<file path="src/rtl/ext_int_ctl.sv">
// External interrupt controller: per-source priority, threshold, enable and
// edge/level capture, with a claim/complete handshake toward a single core.
module ext_int_ctl #(
    parameter int                    NumSources = 8,
    parameter int                    PrioWidth  = 3,
    parameter logic [NumSources-1:0] EdgeMask   = '0,
    localparam int                   IdWidth    = $clog2(NumSources + 1)
) (
    input  logic                  clk,
    input  logic                  rst_n,
    input  logic [NumSources-1:0] src,
    input  logic                  cfg_we,
    input  logic [7:0]            cfg_addr,
    input  logic [31:0]           cfg_wdata,
    output logic [31:0]           cfg_rdata,
    input  logic                  claim,
    output logic [IdWidth-1:0]    claim_id,
    input  logic                  complete,
    input  logic [IdWidth-1:0]    complete_id,
    output logic                  exti
);

    logic [PrioWidth-1:0]  threshold_q, threshold_d;
    logic [NumSources-1:0] enable_q, enable_d;
    logic [PrioWidth-1:0]  prio_q [NumSources];
    logic [PrioWidth-1:0]  prio_d [NumSources];
    logic [NumSources-1:0] pending_q, pending_d;
    logic [NumSources-1:0] in_service_q, in_service_d;
    logic [NumSources-1:0] src_q, src_d;
    logic                  exti_q, exti_d;

    logic [NumSources-1:0] edge_ev;
    logic [NumSources-1:0] eligible;
    logic [NumSources-1:0] win_oh;
    logic [IdWidth-1:0]    win_id;
    logic [PrioWidth-1:0]  win_prio;
    logic                  have_win;
    logic                  take;
    logic                  unused_wdata;

    assign unused_wdata = ^cfg_wdata;

    // Arbitration: strict '>' keeps the lowest index on equal priority.
    always_comb begin
        eligible = '0;
        win_oh   = '0;
        win_id   = '0;
        win_prio = '0;
        have_win = 1'b0;
        for (int i = 0; i < NumSources; i++) begin
            eligible[i] = pending_q[i] & enable_q[i] & ~in_service_q[i]
                          & (prio_q[i] > threshold_q);
        end
        for (int i = 0; i < NumSources; i++) begin
            if (eligible[i] && (!have_win || (prio_q[i] > win_prio))) begin
                have_win  = 1'b1;
                win_prio  = prio_q[i];
                win_id    = IdWidth'(i + 1);
                win_oh    = '0;
                win_oh[i] = 1'b1;
            end
        end
    end

    assign take     = claim & have_win;
    assign claim_id = take ? win_id : '0;
    assign exti     = exti_q;

    // Claim is applied after complete so that completing the source being
    // claimed in the same cycle leaves it in service.
    always_comb begin
        edge_ev      = src & ~src_q;
        src_d        = src;
        exti_d       = |eligible;
        in_service_d = in_service_q;
        for (int i = 0; i < NumSources; i++) begin
            if (complete && (complete_id == IdWidth'(i + 1))) begin
                in_service_d[i] = 1'b0;
            end
        end
        if (take) begin
            in_service_d = in_service_d | win_oh;
        end
        pending_d = pending_q;
        for (int i = 0; i < NumSources; i++) begin
            if (EdgeMask[i]) begin
                pending_d[i] = (take && win_oh[i]) ? edge_ev[i]
                                                   : (pending_q[i] | edge_ev[i]);
            end else begin
                pending_d[i] = src[i] & ~in_service_d[i];
            end
        end
    end

    always_comb begin
        threshold_d = threshold_q;
        enable_d    = enable_q;
        prio_d      = prio_q;
        if (cfg_we) begin
            if (cfg_addr == 8'h00) threshold_d = cfg_wdata[PrioWidth-1:0];
            if (cfg_addr == 8'h01) enable_d = cfg_wdata[NumSources-1:0];
            for (int i = 0; i < NumSources; i++) begin
                if (cfg_addr == 8'(i + 2)) prio_d[i] = cfg_wdata[PrioWidth-1:0];
            end
        end
    end

    always_comb begin
        cfg_rdata = '0;
        if (cfg_addr == 8'h00) cfg_rdata[PrioWidth-1:0] = threshold_q;
        if (cfg_addr == 8'h01) cfg_rdata[NumSources-1:0] = enable_q;
        if (cfg_addr == 8'h40) cfg_rdata[NumSources-1:0] = pending_q;
        if (cfg_addr == 8'h41) cfg_rdata[NumSources-1:0] = in_service_q;
        for (int i = 0; i < NumSources; i++) begin
            if (cfg_addr == 8'(i + 2)) cfg_rdata[PrioWidth-1:0] = prio_q[i];
        end
    end

    always_ff @(posedge clk) begin
        if (!rst_n) begin
            threshold_q  <= '0;
            enable_q     <= '0;
            pending_q    <= '0;
            in_service_q <= '0;
            src_q        <= '0;
            exti_q       <= 1'b0;
            for (int i = 0; i < NumSources; i++) begin
                prio_q[i] <= '0;
            end
        end else begin
            threshold_q  <= threshold_d;
            enable_q     <= enable_d;
            pending_q    <= pending_d;
            in_service_q <= in_service_d;
            src_q        <= src_d;
            exti_q       <= exti_d;
            for (int i = 0; i < NumSources; i++) begin
                prio_q[i] <= prio_d[i];
            end
        end
    end

endmodule

</file>
<file path="config.mk">
export PLATFORM = sky130hd
export DESIGN_NAME = ext_int_ctl
export DESIGN_NICKNAME = d
export VERILOG_FILES = /design/src/rtl/ext_int_ctl.sv
export SDC_FILE = /design/constraint.sdc
export NUM_CORES = 1
export LEC_CHECK = 0
export CAP_MARGIN = 15
export CORE_MARGIN = 2
export CORE_UTILIZATION = 40
export CTS_CLUSTER_SIZE = 20
export DETAILED_ROUTE_END_ITERATION = 6
export GPL_TIMING_DRIVEN = 0
export PLACE_DENSITY = 0.66
export SYNTH_ARGS = -nofsm -noshare
export SYNTH_HDL_FRONTEND = slang
export SYNTH_SLANG_ARGS = --single-unit
</file>
<file path="constraint.sdc">
create_clock -name clk -period 15.9 [get_ports clk]
set_input_delay 4.77 -clock clk [delete_from_list [all_inputs] [get_ports clk]]
set_output_delay 4.77 -clock clk [all_outputs]
set_load 0.02 [all_outputs]
</file>
# Yosys cells after proc, flatten, opt, wreduce, memory -nomap -nowiden
# Index checks and enable logic that the tools add are counted.
op_classes:
  reduce_logical: 41
  n_eq_ne: 19
  bitwise: 50
  order_cmp: 15
  mux: 53
ops:
  columns: ["operator", "count"]
  rows:
  - ["two-way mux 8 bit", 10]
  - ["two-way mux 3 bit", 16]
  - ["> comparator 3 bit", 15]
  - ["bitwise AND 1 bit", 33]
  - ["equality test 8 x 3 -> 1 bit (second input constant)", 4]
  - ["two-way mux 4 bit", 8]
  - ["AND reduction 2 bit", 10]
  - ["two-way mux 1 bit", 18]
  - ["equality test 4 x 3 -> 1 bit (second input constant)", 4]
  - ["equality test 8 x 2 -> 1 bit (second input constant)", 2]
  - ["equality test 8 x 4 -> 1 bit (second input constant)", 2]
  - ["equality test 8 x 7 -> 1 bit (second input constant)", 2]
  - ["inverter 1 bit", 16]
  - ["logical AND 1 bit", 15]
  - ["equality test 4 x 2 -> 1 bit (second input constant)", 2]
  - ["equality test 8 x 1 -> 1 bit (second input constant)", 1]
  - ["zero test 8 bit", 1]
  - ["bitwise OR 8 bit", 1]
  - ["OR reduction 8 bit", 1]
  - ["zero test 1 bit", 7]
  - ["logical OR 1 bit", 7]
  - ["equality test 4 x 1 -> 1 bit (second input constant)", 1]
  - ["equality test 4 bit (second input constant)", 1]
  - ["two-way mux 2 bit", 1]
totals:
  register_bits: 52
  elab_cells: 191
  inputBits: 57
  out_inout_bits: 37

# Depth between registers and ports, before layout
# Gate-level depths: netlist of the first run.
logic_depth:
  word_depth: 36
  ltp_mapped: 60
  depth_no_buf: 58

# Worst setup path after synthesis of the first run
# Ideal clock, no wire load.
synth_path:
  path_type: "register to output"
  startpoint: "register threshold_q[2]"
  endpoint: "output claim_id[0]"
  setup_slack_ps: 600
  required_ps: 11130
  stages_incl_launch_ff: 57
  path_buffers: 2
  arrival_time_ps: 10530
  cell_sequence: "dfxtp_1 inv_1 ha_1 a311oi_4 and2_2 nand2_1 ha_1 nor2b_1 o21ai_0 a32oi_1 o21a_1 buf_6 a22oi_1 ha_1 nor2b_1 o21a_1 o21ai_0 a21oi_2 (+21 left out) a32oi_1 a31oi_2 nor2_2 o31a_1 ha_1 nor2b_1 o21a_1 o21ai_0 a21o_1 o21ai_0 o31a_1 ha_1 nor2b_1 o21ai_0 a32oi_1 nand2_1 nand3_1 a311oi_1"
synth_via:
  elab_chain_len: 33
  elab_cells_between_ends: 69
  cone_classes: "order compare (15); mux (24); bitwise (9); reduce/logical (21)"
synth_rtl:
  columns: ["item", "line", "source"]
  rows:
  - ["from (decl)", "23", "logic [PrioWidth-1:0] threshold_q, threshold_d;"]
  - ["from (signal assigned)", "131", "threshold_q <= threshold_d;"]
  - ["> comparator 3 bit", "52", "& (prio_q[i] > threshold_q);"]
  - ["bitwise AND 1 bit", "52", null]
  - ["two-way mux 3 bit / two-way mux 1 bit (equally long branches)", "55", "if (eligible[i] && (!have_win || (prio_q[i] > win_prio))) begin"]
  - ["> comparator 3 bit / zero test 1 bit (equally long branches)", "55", null]
  - ["logical OR 1 bit", "55", null]
  - ["logical AND 1 bit", "55", null]
  - ["two-way mux 3 bit / two-way mux 1 bit (equally long branches)", "55", null]
  - ["> comparator 3 bit / zero test 1 bit (equally long branches)", "55", null]
  - ["(+17 left out)", null, null]
  - ["logical AND 1 bit", "55", null]
  - ["two-way mux 3 bit / two-way mux 1 bit (equally long branches)", "55", null]
  - ["> comparator 3 bit / zero test 1 bit (equally long branches)", "55", null]
  - ["logical OR 1 bit", "55", null]
  - ["logical AND 1 bit", "55", null]
  - ["two-way mux 1 bit", "55", null]
  - ["bitwise AND 1 bit", "65", "assign take = claim & have_win;"]
  - ["two-way mux 4 bit *", "66", "assign claim_id = take ? win_id : '0;"]
  - ["to (decl)", "17", "output logic [IdWidth-1:0] claim_id,"]
# Mark *: on every way between the ends. The rest lies on a longest branch, timed or not.

# Worst setup path after layout of the first run
layout_path:
  startpoint: "register prio_q[22] in the netlist's numbering"
  endpoint: "output claim_id[0]"
layout_via:
  elab_chain_len: 33
  elab_cells_between_ends: 55
  cone_classes: "order compare (8); mux (24); bitwise (2); reduce/logical (21)"
layout_rtl:
  columns: ["item", "line", "source"]
  rows:
  - ["from (decl)", "25", "logic [PrioWidth-1:0] prio_q [NumSources];"]
  - ["from (signal, indexed assignment)", "138", "prio_q[i] <= prio_d[i];"]
  - ["> comparator 3 bit", "52", null]
  - ["bitwise AND 1 bit", "52", null]
  - ["two-way mux 3 bit / two-way mux 1 bit (equally long branches)", "55", null]
  - ["> comparator 3 bit / zero test 1 bit (equally long branches)", "55", null]
  - ["logical OR 1 bit", "55", null]
  - ["logical AND 1 bit", "55", null]
  - ["two-way mux 3 bit / two-way mux 1 bit (equally long branches)", "55", null]
  - ["> comparator 3 bit / zero test 1 bit (equally long branches)", "55", null]
  - ["(+17 left out)", null, null]
  - ["logical AND 1 bit", "55", null]
  - ["two-way mux 3 bit / two-way mux 1 bit (equally long branches)", "55", null]
  - ["> comparator 3 bit / zero test 1 bit (equally long branches)", "55", null]
  - ["logical OR 1 bit", "55", null]
  - ["logical AND 1 bit", "55", null]
  - ["two-way mux 1 bit", "55", null]
  - ["bitwise AND 1 bit", "65", null]
  - ["two-way mux 4 bit *", "66", null]
# Marked as above.

==> results of run 1 <==
-- state kept, by name, summed over array words and instances, names as in the netlist --
signal,count
enable_q,8
exti,1
in_service_q,8
pending_q,8
prio_q,24
threshold_q,3
-- routing by layer --
| layer | vias to the layer above | share of wire, % | routed length (µm) | GRT usage [%] |
|---|---|---|---|---|
| met5 | - | 0 | 0 | 0 |
| met4 | 0 | 2.3 | 310 | 6.49 |
| met3 | 37 | 9.0 | 1210 | 3.27 |
| met2 | 225 | 44 | 5960 | 37.1 |
| met1 | 2014 | 44 | 5940 | 31.3 |
| li1 | 2067 | - | - | - |
-- final cells by class --
| type | instances | area share (%) |
|---|---|---|
| clock inverter | 2 | 0.705 |
| timing repair buffer | 78 | 12.4 |
| multi-input combinational | 423 | 56.8 |
| sequential | 52 | 19.1 |
| buffer | 45 | 4.98 |
| clock buffer | 6 | 1.32 |
| inverter | 21 | 1.57 |
| tap | 136 | 3.09 |
-- stage by stage --
step | hold slack (ps) | setup WS, ps | std cells | setup TNS [ps] | area (µm²)
global route | 512 | -223 | 763 | -687 | 5500
finish | 486 | 167 | 763 | 0 | 5500
detailed placement | 472 | -1480 | 719 | -4980 | 4930
floorplan | 446 | 600 | 542 | 0 | 4350
CTS | 487 | 7.25 | 740 | 0 | 5210
global placement | 464 | -1270 | 719 | -4090 | 4930
-- timing repair --
| item | in CTS | in global routing |
|---|---|---|
| resized for setup | 26 | 32 |
| pin swaps | 7 | 24 |
| setup endpoints to repair | 4 | 4 |
| setup buffers | 14 | 23 |
-- power by group --
group / internal [mW] / leakage [nW] / switching (mW)
Clock: 0.0477 / 0.0558 / 0.0465
Combinational: 0.0142 / 1.83 / 0.0179
Sequential: 0.131 / 0.424 / 0.000945
-- worst reg2reg max path: cells and delay by family, from the launching register on --
kind            cells  cell delay (ps)
simple gates       20             3080
flops               1              540
compound gates     27             4760
buf+inv             2              300
fa+ha+maj           8             2250
-- final timing paths --
kind / from / endpoint / slack [ps] / cells after the start
max: prio_q[22] / claim_id[0] / 170 / 56
min: enable_q[4] / enable_q[4] / 490 / 2
max reg2reg: prio_q[22] / pending_q[0] / 4860 / 57
min reg2reg: enable_q[4] / enable_q[4] / 490 / 2
-- cells in the final DEF, fill, tap and decap left out, drive strengths merged, types with 3 or more instances in the layout --
master,Yosys,layout
nand3b,6,6
dfxtp,52,52
a21o,3,3
nand3,23,23
nor2,50,50
nand2b,4,4
and2,9,9
and3,4,4
nor3,4,4
clkbuf,18,26
nand4b,3,3
o31a,5,5
a22o,3,3
conb,1,24
o21a,6,6
inv,21,20
o31ai,3,3
a32oi,5,5
a31oi,7,7
nand4,5,5
a311oi,9,9
o21ai,27,27
a22oi,12,12
or2,6,6
a21oi,29,29
mux4,4,4
mux2i,33,33
clkdlybuf4s50,0,37
nor2b,9,9
buf,28,66
nand2,58,58
ha,45,45
-- cell families (layout without fill, tap and decap cells) --
| family | count (synthesis) | in the layout | share of synthesized area (%) |
|---|---|---|---|
| DFF | 52 | 52 | 24.4 |
| and+or+nand+nor | 186 | 186 | 21.3 |
| muxes | 38 | 38 | 10.2 |
| AOI/OAI and AO/OA | 130 | 130 | 22.4 |
| buffers and inverters | 67 | 152 | 8.36 |
| adders and majority gates | 45 | 45 | 13.2 |
| other | 1 | 24 | 0.0879 |
==> results.py, run 1 <==
metrics = {
    "global_route": {
        "antenna_found_initial": 0,
        "grt_use_total_pct": 22.8,
        "overflow": 0,
        "grt_pass1_wl_um": 20600,
        "grt_pass1_vias": 4001,
        "grt_max_degree": 17,
    },
    "run_status": {
        "status": "completed",
    },
    "layout": {
        "multiInputGateArea_mm2": 0.00312,
        "finalCoreUtilization_pct": 53.3,
        "seqCellArea_mm2": 0.00105,
        "drive_above_1_share_pct": 20.6,
        "syn2layout_area_growth_pct": 29.0,
        "fill_cells": 948,
        "n_antenna_cell": 0,
        "finalNetCount": 728,
    },
    "critical_path": {
        "crit_required_ps": 11130,
        "crit_path_start_kind": "flip-flop",
        "crit_family": "compound AO/OA/AOI/OAI gates",
        "crit_type": "reg -> out",
        "crit_path_end_kind": "primary output",
        "path_max_fanout": 8,
        "max_stage_delay_ps": 540,
        "slowest_stage": "dfxtp_1",
        "cp.arrival_ps": 10960,
        "crit_buf_inv": 2,
    },
    "synthesis": {
        "seq_area_frac_synth_pct": 24.4,
        "synth_top_cell_by_area": "dfxtp_1",
        "syn_inst": 519,
        "synth.most_common_cell": "nand2_1",
        "synth_area_leaders": "dfxtp_1, ha_1, mux2i_1, nand2_1, nor2_1",
        "synth_seq_cells": 52,
        "synth_top_area_share_pct": 24.4,
        "synthArstFlopShare_pct": 0,
        "ys_warn_count": 0,
        "syn_area_per_cell_um2": 8.22,
        "synth_commonest_cells": "nand2_1, dfxtp_1, nor2_1, ha_1, mux2i_1",
        "synth_flop_cell": "dfxtp_1",
        "synth_edf_count": 0,
        "syn_area_mm2": 0.00427,
        "synth_cell_types": 71,
    },
    "routing": {
        "final_antenna_net_count": 0,
        "wl_per_cell_um": 17.6,
        "vias_per_cell": 5.69,
        "finalWirelength_um": 13400,
        "drtIter0Drc": 432,
        "drc_errors": 0,
        "first_pass_iters": 5,
        "vias": 4343,
    },
    "floorplanning": {
        "core.rowCount": 37,
        "core_mm2": 0.0103,
        "ios": 94,
        "die_area_mm2": 0.0115,
        "die_height_um": 107,
        "die_width_um": 107,
        "initial_core_util_pct": 41.3,
    },
    "sta": {
        "finalSetupViolCount": 0,
        "post-route-min-period_ps": 15730,
        "timing.slew.headroom_pct": 47.2,
        "final-max-slew-violation-count": 0,
        "worst_slew_pin_slew_ps": 792,
        "finClkSkew_ps": 6.48,
        "period_share_pct": 98.9,
        "max_freq_mhz": 63.6,
        "finalHoldViolations": 0,
    },
    "clock_tree": {
        "hold_buffers": 0,
        "clk_pin_slew_worst_paths_ps": 100,
        "cts_htree_levels": 2,
        "cts_buffers": 5,
        "tritoncts": "built",
        "clk-insertion-delay-late_ps": 310,
        "clock_path_buffers": 2,
        "cts_num_sinks": 52,
        "root_buffer": "clkbuf_8",
    },
    "pwr": {
        "leakage_nw": 2.31,
        "pwr_density_cell_mw_per_mm2": 46.9,
        "peakVddDrop_v": 0.0000380,
        "fin_total_pwr_uw": 258,
    },
    "flow_run": {
        "drv_cap": 0,
    },
    "placement": {
        "gp_congestion": 0.886,
        "dpl.hpwl_um": 9640,
        "portBuffers": 41,
    },
    "hold_path": {
        "hold_path_class": "reg -> reg",
    },
}
Power figures use the tool's default switching activity.
==> run 2, diff against run 1 <==
Clock period 15.9 ns to 17.87 ns, I/O delays scaled along.
==> run 2 against run 1 <==
Power is 11% lower; clock skew barely moved; final cell count is 2.8% lower; utilization is 2.7 points lower; global-route usage decreased by 0.52 points; die area unchanged; combinational power decreased by 12%; non-clock buffer count decreased by 21; final area fell by 5.0%; first-iteration DRC count down 38%; worst setup slack gained 520 ps; clock power decreased by 11%; largest power group unchanged; largest cell class unchanged.
==> results.py, run 2 (synthesis gave the netlist of run 1 again) <==
metrics = {
    "layout": {
        "layout_common_cells": "nand2_1, dfxtp_1, nor2_1",
        "final_cells": 742,
        "seqCellArea_mm2": 0.00104,
        "top_register": "prio_q",
        "finalNetCount": 707,
        "multiInputGateArea_mm2": 0.00301,
        "finalCoreUtilization_pct": 50.6,
        "drive_above_1_share_pct": 14.5,
        "largest_reg_flops": 24,
        "syn2layout_area_growth_pct": 22.5,
        "n_antenna_cell": 0,
        "final_common_cell": "nand2_1",
        "fill_cells": 982,
    },
    "critical_path": {
        "critPathLaunch": "threshold_q[0]",
        "path_depth": 55,
        "r2r_cells": 55,
        "slowest_stage": "dfxtp_1",
        "cpMostUsedCell": "ha_1",
        "crit_buf_inv": 2,
        "r2r-end": "pending_q[0]",
        "path_max_fanout": 10,
        "crit_type": "reg -> out",
        "crit_path_start_kind": "flip-flop",
        "max_stage_delay_ps": 740,
        "crit_family": "compound AO/OA/AOI/OAI gates",
        "cp.arrival_ps": 11830,
        "r2r-start": "threshold_q[0]",
        "reg2reg_setup_slack_ps": 6410,
        "crit_required_ps": 12510,
        "crit_path_end_kind": "primary output",
        "crit_end": "claim_id[2]",
    },
    "sta": {
        "period_share_pct": 96.2,
        "finClkSkew_ps": 6.01,
        "rsz0062_at_grt": "no",
        "max_freq_mhz": 58.2,
        "final-max-slew-violation-count": 0,
        "post-route-min-period_ps": 17190,
        "finalSetupViolCount": 0,
        "timing.slew.headroom_pct": 47.3,
        "worst_slew_pin_slew_ps": 790,
        "finalHoldViolations": 0,
    },
    "clock_tree": {
        "clk_pin_slew_worst_paths_ps": 100,
        "cts_buffers": 5,
        "clk-insertion-delay-late_ps": 310,
        "cts_htree_levels": 2,
        "tritoncts": "built",
        "clock_path_buffers": 2,
        "hold_buffers": 0,
        "root_buffer": "clkbuf_8",
        "cts_num_sinks": 52,
    },
    "pwr": {
        "peakVddDrop_v": 0.0000343,
        "comb_power_share_pct": 12.3,
        "p_sw_uw": 58.4,
        "leakage_nw": 2.22,
        "seqPwrFrac_pct": 51.1,
        "swShare_pct": 25.4,
        "p_int_uw": 172,
        "pwr_density_cell_mw_per_mm2": 44.1,
        "clkPwrFrac_pct": 36.6,
    },
    "routing": {
        "finalWirelength_um": 12700,
        "first_pass_iters": 5,
        "vias_per_cell": 5.64,
        "wl_per_cell_um": 17.1,
        "drc_errors": 0,
        "final_antenna_net_count": 0,
        "vias": 4186,
        "drtIter0Drc": 267,
    },
    "flow_run": {
        "drv_cap": 0,
    },
    "floorplanning": {
        "core.rowCount": 37,
        "initial_core_util_pct": 41.3,
        "die_area_mm2": 0.0115,
        "die_height_um": 107,
        "core_mm2": 0.0103,
        "die_width_um": 107,
        "ios": 94,
    },
    "global_route": {
        "antenna_found_initial": 0,
        "grt_use_total_pct": 22.3,
        "grt_max_degree": 17,
        "overflow": 0,
        "grt_pass1_wl_um": 20100,
        "grt_pass1_vias": 3918,
    },
    "placement": {
        "dp.cells": 719,
        "portBuffers": 41,
        "gp_congestion": 0.886,
        "dpl.hpwl_um": 9640,
    },
    "hold_path": {
        "min_from": "enable_q[4]",
        "hold_path_class": "reg -> reg",
    },
    "run_status": {
        "status": "completed",
    },
}
-- run 2: power by group through the flow --
stage	registers [mW]	clock network [mW]	logic [mW]
after floorplan	0.120	0	0.0170
after global placement	0.120	0	0.0276
after detailed placement	0.120	0	0.0278
after CTS	0.118	0.0846	0.0280
after global routing	0.118	0.0904	0.0306
final	0.118	0.0842	0.0284
-- run 2: worst register-to-register path, delay by kind of cell (launching register included) --
kind            cells  cell delay (ps)
fa+ha+maj           8             2310
flops               1              740
buf+inv             1              140
compound gates     28             5140
simple gates       18             2990
-- run 2: worst min-delay path by stage --
stage               depth (start not counted)           to  slack, ps
global route                                2  enable_q[1]        510
global placement                            2  enable_q[6]        460
detailed placement                          2  enable_q[4]        470
CTS                                         2  enable_q[4]        490
finish                                      2  enable_q[4]        490
floorplan                                   2  enable_q[1]        450
-- run 2: timing repair --
action / in CTS / in global routing
setup endpoints to repair: 4 / 4
pin swaps: 2 / 3
setup buffers: 4 / 12
resized for setup: 6 / 10
-- run 2: cell type report --
type | instances | area share, %
multi-input cells | 423 | 57.6
flip-flops and latches | 52 | 19.9
repair buffers | 57 | 10.2
plain buffers | 45 | 5.24
inverters | 21 | 1.58
clock inverters | 2 | 0.742
clock buffers | 6 | 1.39
well taps | 136 | 3.26
-- run 2: routing by layer --
metal	vias to the layer above	global-route usage [%]	wire, µm
met2	196	36.6	5700
met5	-	0	0
met3	24	3.45	1120
li1	2029	-	-
met4	0	6.12	248
met1	1937	30.3	5610
-- run 2: per-stage QoR --
stage	cell area (µm²)	TNS, ps	setup slack [ps]	power (mW)	hold slack [ps]
2_1_floorplan	4350	0	1980	0.137	446
3_3_place_gp	4930	0	108	0.148	464
3_5_place_dp	4930	-103	-103	0.148	472
4_1_cts	5090	0	73.0	0.230	487
5_1_grt	5230	0	17.8	0.239	514
6_report	5230	0	683	0.230	485
